## config.mk

```make
export PLATFORM = sky130hd
export DESIGN_NAME = multi_press_tracker
export DESIGN_NICKNAME = d
export VERILOG_FILES = /design/src/rtl/multi_press_tracker_pkg.sv /design/src/rtl/multi_press_tracker_press_channel.sv /design/src/rtl/multi_press_tracker.sv
export SDC_FILE = /design/constraint.sdc
export NUM_CORES = 1
export LEC_CHECK = 0
export CAP_MARGIN = 20
export CORE_AREA = 2 2 65 128
export CTS_CLUSTER_SIZE = 40
export DETAILED_ROUTE_END_ITERATION = 6
export DIE_AREA = 0 0 67 130
export PLACE_DENSITY = 0.8
export SETUP_SLACK_MARGIN = 0.05
export SYNTH_ARGS = -nofsm -noshare
export SYNTH_HDL_FRONTEND = slang
export SYNTH_SLANG_ARGS = --single-unit
```

## constraint.sdc

```tcl
create_clock -name clk -period 2.05 [get_ports clk]
set_input_delay 0.41 -clock clk [delete_from_list [all_inputs] [get_ports clk]]
set_output_delay 0.41 -clock clk [all_outputs]
set_load 0.05 [all_outputs]
```

## src/rtl/multi_press_tracker_pkg.sv

```systemverilog
// Shared definitions for the multi-channel button press tracker.
//   press_state_e : per-channel press FSM encoding (IDLE, PRESS, LONG)
//   sat_max()     : all-ones value of a counter of the given width
package multi_press_tracker_pkg;

    typedef enum logic [1:0] {
        IDLE  = 2'd0,
        PRESS = 2'd1,
        LONG  = 2'd2
    } press_state_e;

    // Saturation ceiling of an unsigned counter; width 32 wraps to all ones.
    function automatic int unsigned sat_max(input int unsigned width);
        return (32'd1 << width) - 32'd1;
    endfunction

endpackage

```

## src/rtl/multi_press_tracker_press_channel.sv

```systemverilog
// One button channel: 2-flop synchroniser, debounce, press FSM, saturating
// duration counter, long-press detection and release latch.
// Optional build macro: MULTI_PRESS_AUTO_REPEAT_EN (auto-repeat in LONG).
// Ports:
//   clk, rst       : clock, async active-high reset
//   tick           : timebase strobe advancing press_time
//   btn            : raw asynchronous button level
//   is_pressing    : debounced level
//   press_time     : live press duration (ticks, saturating)
//   long_pulse     : one-cycle strobe when press_time reaches LONG_TH
//   release_pulse  : one-cycle strobe on debounced release
//   release_time   : duration latched at release
//   release_long   : long/short flag latched at release
//   repeat_pulse   : auto-repeat strobe (0 unless the macro is defined)
module multi_press_tracker_press_channel #(
    parameter int unsigned CNT_W         = 4,
    parameter int unsigned DEB_CYCLES    = 4,
    parameter int unsigned LONG_TH       = 8,
    parameter int unsigned REPEAT_PERIOD = 4
) (
    input  logic             clk,
    input  logic             rst,
    input  logic             tick,
    input  logic             btn,
    output logic             is_pressing,
    output logic [CNT_W-1:0] press_time,
    output logic             long_pulse,
    output logic             release_pulse,
    output logic [CNT_W-1:0] release_time,
    output logic             release_long,
    output logic             repeat_pulse
);
    import multi_press_tracker_pkg::*;

    localparam int unsigned      DEB_W    = (DEB_CYCLES > 1) ? $clog2(DEB_CYCLES) : 1;
    localparam logic [DEB_W-1:0] DEB_LAST = DEB_W'(DEB_CYCLES - 1);
    localparam logic [CNT_W-1:0] PT_MAX   = CNT_W'(sat_max(CNT_W));
    localparam logic [CNT_W-1:0] PT_LONG  = CNT_W'(LONG_TH);

    // Elaboration-time parameter sanity checks.
    if (DEB_CYCLES < 1) begin : g_bad_deb
        $error("DEB_CYCLES must be at least 1");
    end
    if (LONG_TH < 1 || LONG_TH > sat_max(CNT_W)) begin : g_bad_long
        $error("LONG_TH must lie in 1..2^CNT_W-1");
    end
    if (REPEAT_PERIOD < 1) begin : g_bad_rep
        $error("REPEAT_PERIOD must be at least 1");
    end

    logic             sync_meta;
    logic             sync_q;
    logic [DEB_W-1:0] deb_cnt;
    logic [DEB_W-1:0] deb_cnt_d;
    logic             deb_flip_c;
    logic             rise_c;
    logic             fall_c;

    press_state_e     state;
    press_state_e     state_d;
    logic [CNT_W-1:0] press_time_d;
    logic [CNT_W-1:0] pt_inc_c;
    logic [CNT_W-1:0] release_time_d;
    logic             release_long_d;
    logic             long_pulse_d;
    logic             release_pulse_d;

    // Two-flop synchroniser for the asynchronous button level.
    always_ff @(posedge clk or posedge rst) begin
        if (rst) begin
            sync_meta <= 1'b0;
            sync_q    <= 1'b0;
        end else begin
            sync_meta <= btn;
            sync_q    <= sync_meta;
        end
    end

    // Debounce: accept a new level only after DEB_CYCLES consecutive disagreeing cycles.
    always_comb begin
        deb_cnt_d  = '0;
        deb_flip_c = 1'b0;
        if (sync_q != is_pressing) begin
            if (deb_cnt == DEB_LAST) begin
                deb_flip_c = 1'b1;
            end else begin
                deb_cnt_d = deb_cnt + DEB_W'(1);
            end
        end
    end

    assign rise_c   = deb_flip_c & ~is_pressing;
    assign fall_c   = deb_flip_c & is_pressing;
    assign pt_inc_c = (press_time == PT_MAX) ? press_time : press_time + CNT_W'(1);

    // Press FSM next state and registered outputs; a fall outranks a same-cycle tick.
    always_comb begin
        state_d         = state;
        press_time_d    = press_time;
        release_time_d  = release_time;
        release_long_d  = release_long;
        long_pulse_d    = 1'b0;
        release_pulse_d = 1'b0;
        case (state)
            IDLE: begin
                if (rise_c) begin
                    state_d      = PRESS;
                    press_time_d = '0;
                end
            end
            PRESS, LONG: begin
                if (fall_c) begin
                    state_d         = IDLE;
                    release_time_d  = press_time;
                    release_long_d  = (state == LONG);
                    press_time_d    = '0;
                    release_pulse_d = 1'b1;
                end else if (tick) begin
                    press_time_d = pt_inc_c;
                    if (state == PRESS && pt_inc_c == PT_LONG) begin
                        state_d      = LONG;
                        long_pulse_d = 1'b1;
                    end
                end
            end
            default: begin
                state_d      = IDLE;
                press_time_d = '0;
            end
        endcase
    end

    // State register plus debounce and output flops.
    always_ff @(posedge clk or posedge rst) begin
        if (rst) begin
            state         <= IDLE;
            is_pressing   <= 1'b0;
            deb_cnt       <= '0;
            press_time    <= '0;
            release_time  <= '0;
            release_long  <= 1'b0;
            long_pulse    <= 1'b0;
            release_pulse <= 1'b0;
        end else begin
            state         <= state_d;
            is_pressing   <= is_pressing ^ deb_flip_c;
            deb_cnt       <= deb_cnt_d;
            press_time    <= press_time_d;
            release_time  <= release_time_d;
            release_long  <= release_long_d;
            long_pulse    <= long_pulse_d;
            release_pulse <= release_pulse_d;
        end
    end

`ifdef MULTI_PRESS_AUTO_REPEAT_EN
    localparam int unsigned      REP_W    = (REPEAT_PERIOD > 1) ? $clog2(REPEAT_PERIOD) : 1;
    localparam logic [REP_W-1:0] REP_LAST = REP_W'(REPEAT_PERIOD - 1);

    logic [REP_W-1:0] rep_cnt;
    logic [REP_W-1:0] rep_cnt_d;
    logic             repeat_pulse_d;

    // Repeat counter runs only while LONG persists; entry to LONG restarts it.
    always_comb begin
        rep_cnt_d      = rep_cnt;
        repeat_pulse_d = 1'b0;
        if (state != LONG) begin
            rep_cnt_d = '0;
        end else if (!fall_c && tick) begin
            if (rep_cnt == REP_LAST) begin
                rep_cnt_d      = '0;
                repeat_pulse_d = 1'b1;
            end else begin
                rep_cnt_d = rep_cnt + REP_W'(1);
            end
        end
    end

    always_ff @(posedge clk or posedge rst) begin
        if (rst) begin
            rep_cnt      <= '0;
            repeat_pulse <= 1'b0;
        end else begin
            rep_cnt      <= rep_cnt_d;
            repeat_pulse <= repeat_pulse_d;
        end
    end
`else
    assign repeat_pulse = 1'b0;
`endif

endmodule

```

## src/rtl/multi_press_tracker.sv

```systemverilog
// Multi-channel button press tracker: N_CH independent debounced channels
// with press timing, long-press detection and release events.
// Optional build macro: MULTI_PRESS_AUTO_REPEAT_EN (auto-repeat pulses in LONG).
// Ports:
//   clk, rst       : clock, async active-high reset
//   tick           : shared timebase strobe
//   btn            : raw button levels, one bit per channel
//   is_pressing    : debounced levels
//   press_time     : live durations, channel i at [i*CNT_W +: CNT_W]
//   long_pulse     : long-press strobes
//   release_pulse  : release strobes
//   release_time   : durations latched at release, same packing as press_time
//   release_long   : long/short flags latched at release
//   repeat_pulse   : auto-repeat strobes (0 unless the macro is defined)
module multi_press_tracker #(
    parameter int unsigned N_CH          = 4,
    parameter int unsigned CNT_W         = 4,
    parameter int unsigned DEB_CYCLES    = 4,
    parameter int unsigned LONG_TH       = 8,
    parameter int unsigned REPEAT_PERIOD = 4
) (
    input  logic                  clk,
    input  logic                  rst,
    input  logic                  tick,
    input  logic [N_CH-1:0]       btn,
    output logic [N_CH-1:0]       is_pressing,
    output logic [N_CH*CNT_W-1:0] press_time,
    output logic [N_CH-1:0]       long_pulse,
    output logic [N_CH-1:0]       release_pulse,
    output logic [N_CH*CNT_W-1:0] release_time,
    output logic [N_CH-1:0]       release_long,
    output logic [N_CH-1:0]       repeat_pulse
);

    if (N_CH < 1 || N_CH > 16) begin : g_bad_nch
        $error("N_CH must lie in 1..16");
    end

    // One tracker per channel, outputs packed into the flat buses.
    for (genvar i = 0; i < N_CH; i++) begin : g_ch
        multi_press_tracker_press_channel #(
            .CNT_W         (CNT_W),
            .DEB_CYCLES    (DEB_CYCLES),
            .LONG_TH       (LONG_TH),
            .REPEAT_PERIOD (REPEAT_PERIOD)
        ) u_ch (
            .clk           (clk),
            .rst           (rst),
            .tick          (tick),
            .btn           (btn[i]),
            .is_pressing   (is_pressing[i]),
            .press_time    (press_time[i*CNT_W +: CNT_W]),
            .long_pulse    (long_pulse[i]),
            .release_pulse (release_pulse[i]),
            .release_time  (release_time[i*CNT_W +: CNT_W]),
            .release_long  (release_long[i]),
            .repeat_pulse  (repeat_pulse[i])
        );
    end

endmodule
```

# Word level (Yosys, flattened, before mapping)
# Cells that the tools add are included.
[totals]
register_bits = 72
inputBits = 7
out_inout_bits = 52
elab_cells = 204
[op_classes]
n_addsub = 8
n_eq_ne = 36
mux = 80
bitwise = 16
n_reduce_logical = 24
[op_table]
columns = ["cell", "n"]
rows = [
  ["$mux W4", 16],
  ["$mux W2", 24],
  ["$eq A4 B4 Y1 const B", 8],
  ["$mux W1", 32],
  ["$pmux W4 S2", 4],
  ["$add A4 B1 Y4 const B", 4],
  ["$eq A2 B2 Y1 const B", 8],
  ["$pmux W2 S2", 4],
  ["$reduce_and A2 Y1", 8],
  ["$ne A3 B1 Y1 const B", 4],
  ["$ne A3 B2 Y1 const B", 4],
  ["$reduce_and A3 Y1", 4],
  ["$add A2 B1 Y2 const B", 4],
  ["$and A1 B1 Y1", 8],
  ["$eq A2 B1 Y1 const B", 4],
  ["$logic_not A2 Y1", 4],
  ["$ne A2 B1 Y1 const B", 4],
  ["$reduce_or A2 Y1", 4],
  ["$logic_and A1 B1 Y1", 4],
  ["$ne A1 B1 Y1", 4],
  ["$not A1 Y1", 4],
  ["$xor A1 B1 Y1", 4],
]

# Logic depth before layout (Yosys ltp)
[depth]
depth_word = 8
depth_mapped = 8
depth_no_buf = 7

# By module
# A second synthesis with hierarchy kept.
[hier_totals]
hier_cells = 316
hier_area_um2 = 3593.4
[modules_own_cells]
columns = ["mod", "instances", "cells_per_inst", "area_each_um2", "seq_area_each_um2"]
rows = [
  ["multi_press_tracker_press_channel at g_ch[2].u_ch ...", 2, 80, 907.1, 450.4],
  ["multi_press_tracker_press_channel at g_ch[0].u_ch ...", 2, 78, 889.6, 450.4],
]

# Worst setup path after synthesis
# No wires, ideal clock.
[synth_timing]
kind = "reg-to-reg"
start = "register g_ch[0].u_ch.press_time[0]"
end = "register g_ch[0].u_ch.state[1]"
setup_ns = 0.121
t_arrival_ns = 1.893
t_required_ns = 1.929
setup_slack_ns = 0.036
path_stages_with_launch = 7
n_path_buf = 0
period_less_slack_ns = 2.014
cell_sequence = "dfrtp_1 -> ha_1 -> or3b_1 -> a211o_1 -> o211ai_2 -> nand2_2 -> a22o_1"
[synth_between]
elab_chain_cells = 6
elab_cells_between_ends = 7
classes_between = "1 x add/sub; 3 x eq/ne; 1 x mux; 2 x reduce/logical"
[synth_rtl]
columns = ["element", "line_no", "text"]
rows = [
  ["from (decl)", "multi_press_tracker_press_channel.sv:26", "output logic [CNT_W-1:0] press_time,"],
  ["from (signal assigned)", "multi_press_tracker_press_channel.sv:148", "press_time <= press_time_d;"],
  ["$add A4 B1 Y4 or $eq A4 B4 Y1 (tied branches)", "multi_press_tracker_press_channel.sv:94", "assign pt_inc_c = (press_time == PT_MAX) ? press_time : press_time + CNT_W'(1);"],
  ["$mux W4 (*)", "multi_press_tracker_press_channel.sv:94", ""],
  ["$eq A4 B4 Y1 (*)", "multi_press_tracker_press_channel.sv:120", "if (state == PRESS && pt_inc_c == PT_LONG) begin"],
  ["$logic_and A1 B1 Y1 (*)", "multi_press_tracker_press_channel.sv:120", ""],
  ["$ne A3 B1 Y1 (no line) (*)", "--", ""],
  ["$reduce_and A3 Y1 (no line) (*)", "--", ""],
  ["to (signal assigned)", "multi_press_tracker_press_channel.sv:145", "state <= state_d;"],
  ["to (decl)", "multi_press_tracker_press_channel.sv:59", "press_state_e state;"],
]
# Every way passes the cells marked *; elsewhere a longest branch is shown, timed or not.
# A chain may end at the register's enable or synchronous reset.

# Worst setup path after layout
[layout_timing]
start = "register g_ch[1].u_ch.release_long"
end = "output release_long[1]"
[layout_lines]
columns = ["element", "line_no", "text"]
rows = [
  ["from (decl)", "multi_press_tracker_press_channel.sv:30", "output logic release_long,"],
  ["from (signal assigned)", "multi_press_tracker_press_channel.sv:150", "release_long <= release_long_d;"],
  ["to (decl)", "multi_press_tracker.sv:31", "output logic [N_CH-1:0] release_long,"],
]
# No word-level cell between the ends.

==> run summary <==
The final non-filler cell area came out at 4461 µm². The run gives 98 as the initial detailed-routing violation count. Summed over its instances, the top area cell type makes up 49.81% of the synthesized netlist area. The run finished with clean final reports. The worst setup timing slack at the placement stage was 0.02725 ns. The worst setup path is captured at an output port. The run gives 0 as the max-slew violation count. The area overhead of the layout relative to synthesis was 23.31%. At the worst endpoint, the required time is 1.64 ns. First-pass iteration count of the detailed router: 4. Between clock sinks in the finished design, the worst skew comes to 0.003657 ns. The tools report the diode insertion count for antenna repair as 0.

The category of the worst setup path launch point was a flop. After the last flow step, the layout net total stands at 426. TritonCTS built the clock tree. The tools report the number of hold violations in the final report as 0. The maximum fanout encountered on the critical timing path is 2. The synthesized design contains 0 enable-type register cells. The H-tree was split into 3 levels. After detailed placement, the design holds a cell count of 480.

The tools report the buffer type at the clock tree root as sky130_fd_sc_hd__clkbuf_16. In the post-synthesis netlist, the biggest area contributors are sky130_fd_sc_hd__dfrtp_1 50%, sky130_fd_sc_hd__ha_1 8.0%, sky130_fd_sc_hd__mux2_2 4.7%, sky130_fd_sc_hd__nand2_1 4.3%, sky130_fd_sc_hd__buf_4 4.2%. After detailed placement, the total cell area comes to 4179 µm². For the minimum setup slack in the final design, the log shows 0.1193 ns. The count of nets left with antenna violations after detail routing is 0, and the cell count of the worst reg-to-reg path is 7. The run gives 517.9 MHz as the fmax. The initial antenna violation count is 0. In this run the deepest clock path goes through 2 buffers. Summing over every cut layer, the via total after detailed routing is 2577.

The final count of negative-setup-slack endpoints came out at 0. Subtracting the final worst setup slack from the clock period gives 1.931 ns. Input and output buffers added on the ports amount to 54.

Counting every sink on the clock net gives 72. Summed over all instances, the cell type with the most area after synthesis is sky130_fd_sc_hd__dfrtp_1. Walking the worst path, the cells encountered are clkdlybuf4s50_1.

The worst-path cell with the longest stage delay is sky130_fd_sc_hd__clkdlybuf4s50_1. Sorting the synthesized cells by how often they occur yields 72 x sky130_fd_sc_hd__dfrtp_1, 41 x sky130_fd_sc_hd__nand2_1, 24 x sky130_fd_sc_hd__inv_1. VDD sags by at most 0.0009782 V.

The number of cells on the critical path is 1, and the die span in x is 67 µm. The most used flip-flop cell after synthesis is sky130_fd_sc_hd__dfrtp_1. The via count of the first global-routing pass was 2447; the number of warnings reported in the yosys synthesis log was 0. Clock tree synthesis inserted a total of 9 buffers. The total of flip-flops plus latches after synthesis is 72, and the aggregate routed wire length is 6482 µm. For this run, the number of standard cells in the final layout without fillers is 494.

The worst setup path is of the flop to output port kind. The clock network latency to the later pin of the worst-skew pair is 0.33 ns, and the number of rows created at floorplan is 46. Routability-driven placement finished with a final weighted congestion of 0.8520.

During I/O placement, the number of pins put on the boundary was 59. For this design the static power due to leakage is 2.160 nW. The final cycle utilization of the critical path is 94.18%, and the die area is 8710 µm². The fraction of the yosys area taken by sequential cells came out at 49.81%.

Counting distinct cell types in the post-synthesis netlist gives 55. The cell depth of the worst hold path works out to 0. Setup repair after global routing could not meet its margin everywhere. The wire length per cell after detailed routing was 13.12 µm; the async set or reset register ratio after synthesis was 100.0%. Dividing the detail-routed via count by the number of cells gives 5.217. Global-route usage over all layers: 16.36%. In this design, the stage delay of the slowest critical-path cell is 0.81 ns. The run gives 0 as the total of max-cap violations. The post-synthesis average cell area was 10.55 µm²; the sum of negative setup slack was 0 ns. Floorplan die height: 130 µm.

Entering global routing, the biggest net connects 73 pins. The gate count after technology mapping is 343, and the actual transition at the worst max-transition pin is 0.5172 ns. The wire length of the first global-routing pass is 10830 µm, and the fraction of layout instances using a drive strength above 1 is 15.58%. The worst pin sits at a relative slew slack of 65.42%. The initial core utilization came out at 46.21%. Clock-pin slew was measured on the worst setup and hold paths at 0.05 ns. The arrival time of data at the critical path endpoint is 1.52 ns.

In this run, post-CTS hold repair placed 0 buffers. Power spread over the standard cell area amounts to 1426 nW/µm². The total of fill cells in the finished design is 690. Most numerous cell in the Yosys netlist: sky130_fd_sc_hd__dfrtp_1.

The area of the mapped netlist was 3617 µm²; the DRC violations left was 0. The global-route congestion overflow total came out at 0. Critical path buffer and inverter count: 1. The gate family responsible for the most delay along the worst path was buffers and inverters.

Once detailed placement completed, the half-perimeter wirelength came to 4684 µm. The core region is 7828 µm². The worst hold path belongs to the class flop to flop.
-- power breakdown --
part	internal, mW	total [mW]	switching [mW]
Combinational	1.05	2.82	1.77
Clock	0.929	1.44	0.513
Sequential	1.78	2.09	0.311
-- final cells by class --
cell class,count,area [µm²],share of cell area [%]
flip-flops and latches,72,1804,40.45
multi-input cells,225,1565,35.09
repair buffers,64,596.8,13.38
clock buffers,13,280.3,6.283
well taps,96,120.1,2.693
inverters,24,93.84,2.104
-- sequential cells by signal (all words and copies together), names as in the netlist, named ones only --
register	count
g_ch.u_ch.sync_q	4
g_ch.u_ch.sync_meta	4
g_ch.u_ch.state	8
g_ch.u_ch.press_time	16
g_ch.u_ch.deb_cnt	8
g_ch.u_ch.long_pulse	4
g_ch.u_ch.release_long	4
g_ch.u_ch.release_time	16
g_ch.u_ch.release_pulse	4
-- stage by stage --
stage	hold slack [ns]	utilization (%)	power, mW
4_1_cts	0.3526	56.83	6.424
5_1_grt	0.3535	56.99	6.788
2_1_floorplan	0.3312	-	4.287
3_5_place_dp	0.3413	53.39	4.991
3_3_place_gp	0.3358	53.39	4.929
6_report	0.3499	56.99	6.361
-- per-layer routing --
metal,vias to the layer above,part of all wire (%),track usage (%)
li1,1274,-,-
met1,1224,43,20.23
met2,70,50,26.50
met3,9,5.1,3.448
met4,0,2.1,8.403
met5,-,0,0
-- path summary, 6_finish.rpt --
kind                                      startpoint                            to  slack [ns]
setup / recovery           g_ch[1].u_ch.release_long               release_long[1]        0.12
setup reg to reg               g_ch[3].u_ch.state[1]         g_ch[3].u_ch.state[0]        0.15
hold / removal                g_ch[3].u_ch.sync_meta           g_ch[3].u_ch.sync_q        0.35
hold reg to reg               g_ch[3].u_ch.sync_meta           g_ch[3].u_ch.sync_q        0.35
max in group asynchronous                        rst    g_ch[3].u_ch.press_time[0]        1.21
min in group asynchronous                        rst  g_ch[0].u_ch.release_time[1]        0.55
-- timing repair --
item / 4_1_cts / 5_1_grt
buffers inserted: 0 / 1
pin swaps: 0 / 0
gates cloned: 0 / 0
resized for setup: 9 / 2
setup endpoints to repair: 9 / 2
-- cells in the final DEF, fill, tap and decap left out, drive strengths merged, types with 7 or more instances in the layout --
master	Yosys	final
buf	22	19
nor2	8	8
nand3	10	10
dlygate4sd2	0	9
a21oi	19	19
mux2	15	15
o21ai	18	18
nand2	42	42
nor2b	11	11
nor3	7	7
ha	23	23
dfrtp	72	72
inv	24	23
clkdlybuf4s50	0	35
clkbuf	3	13
-- kinds of logic after synthesis --
group,count (synthesis),share of synthesized area [%]
AO/OA/AOI/OAI,65,11.80
XOR/XNOR,4,0.9687
adder cells (fa/ha/maj),23,7.956
buffers and inverters,49,7.298
flip-flops,72,49.81
multiplexers,20,6.053
other,1,0.1037
AND/OR/NAND/NOR,109,16.02
No activity file was read; power rests on OpenSTA's default activity.
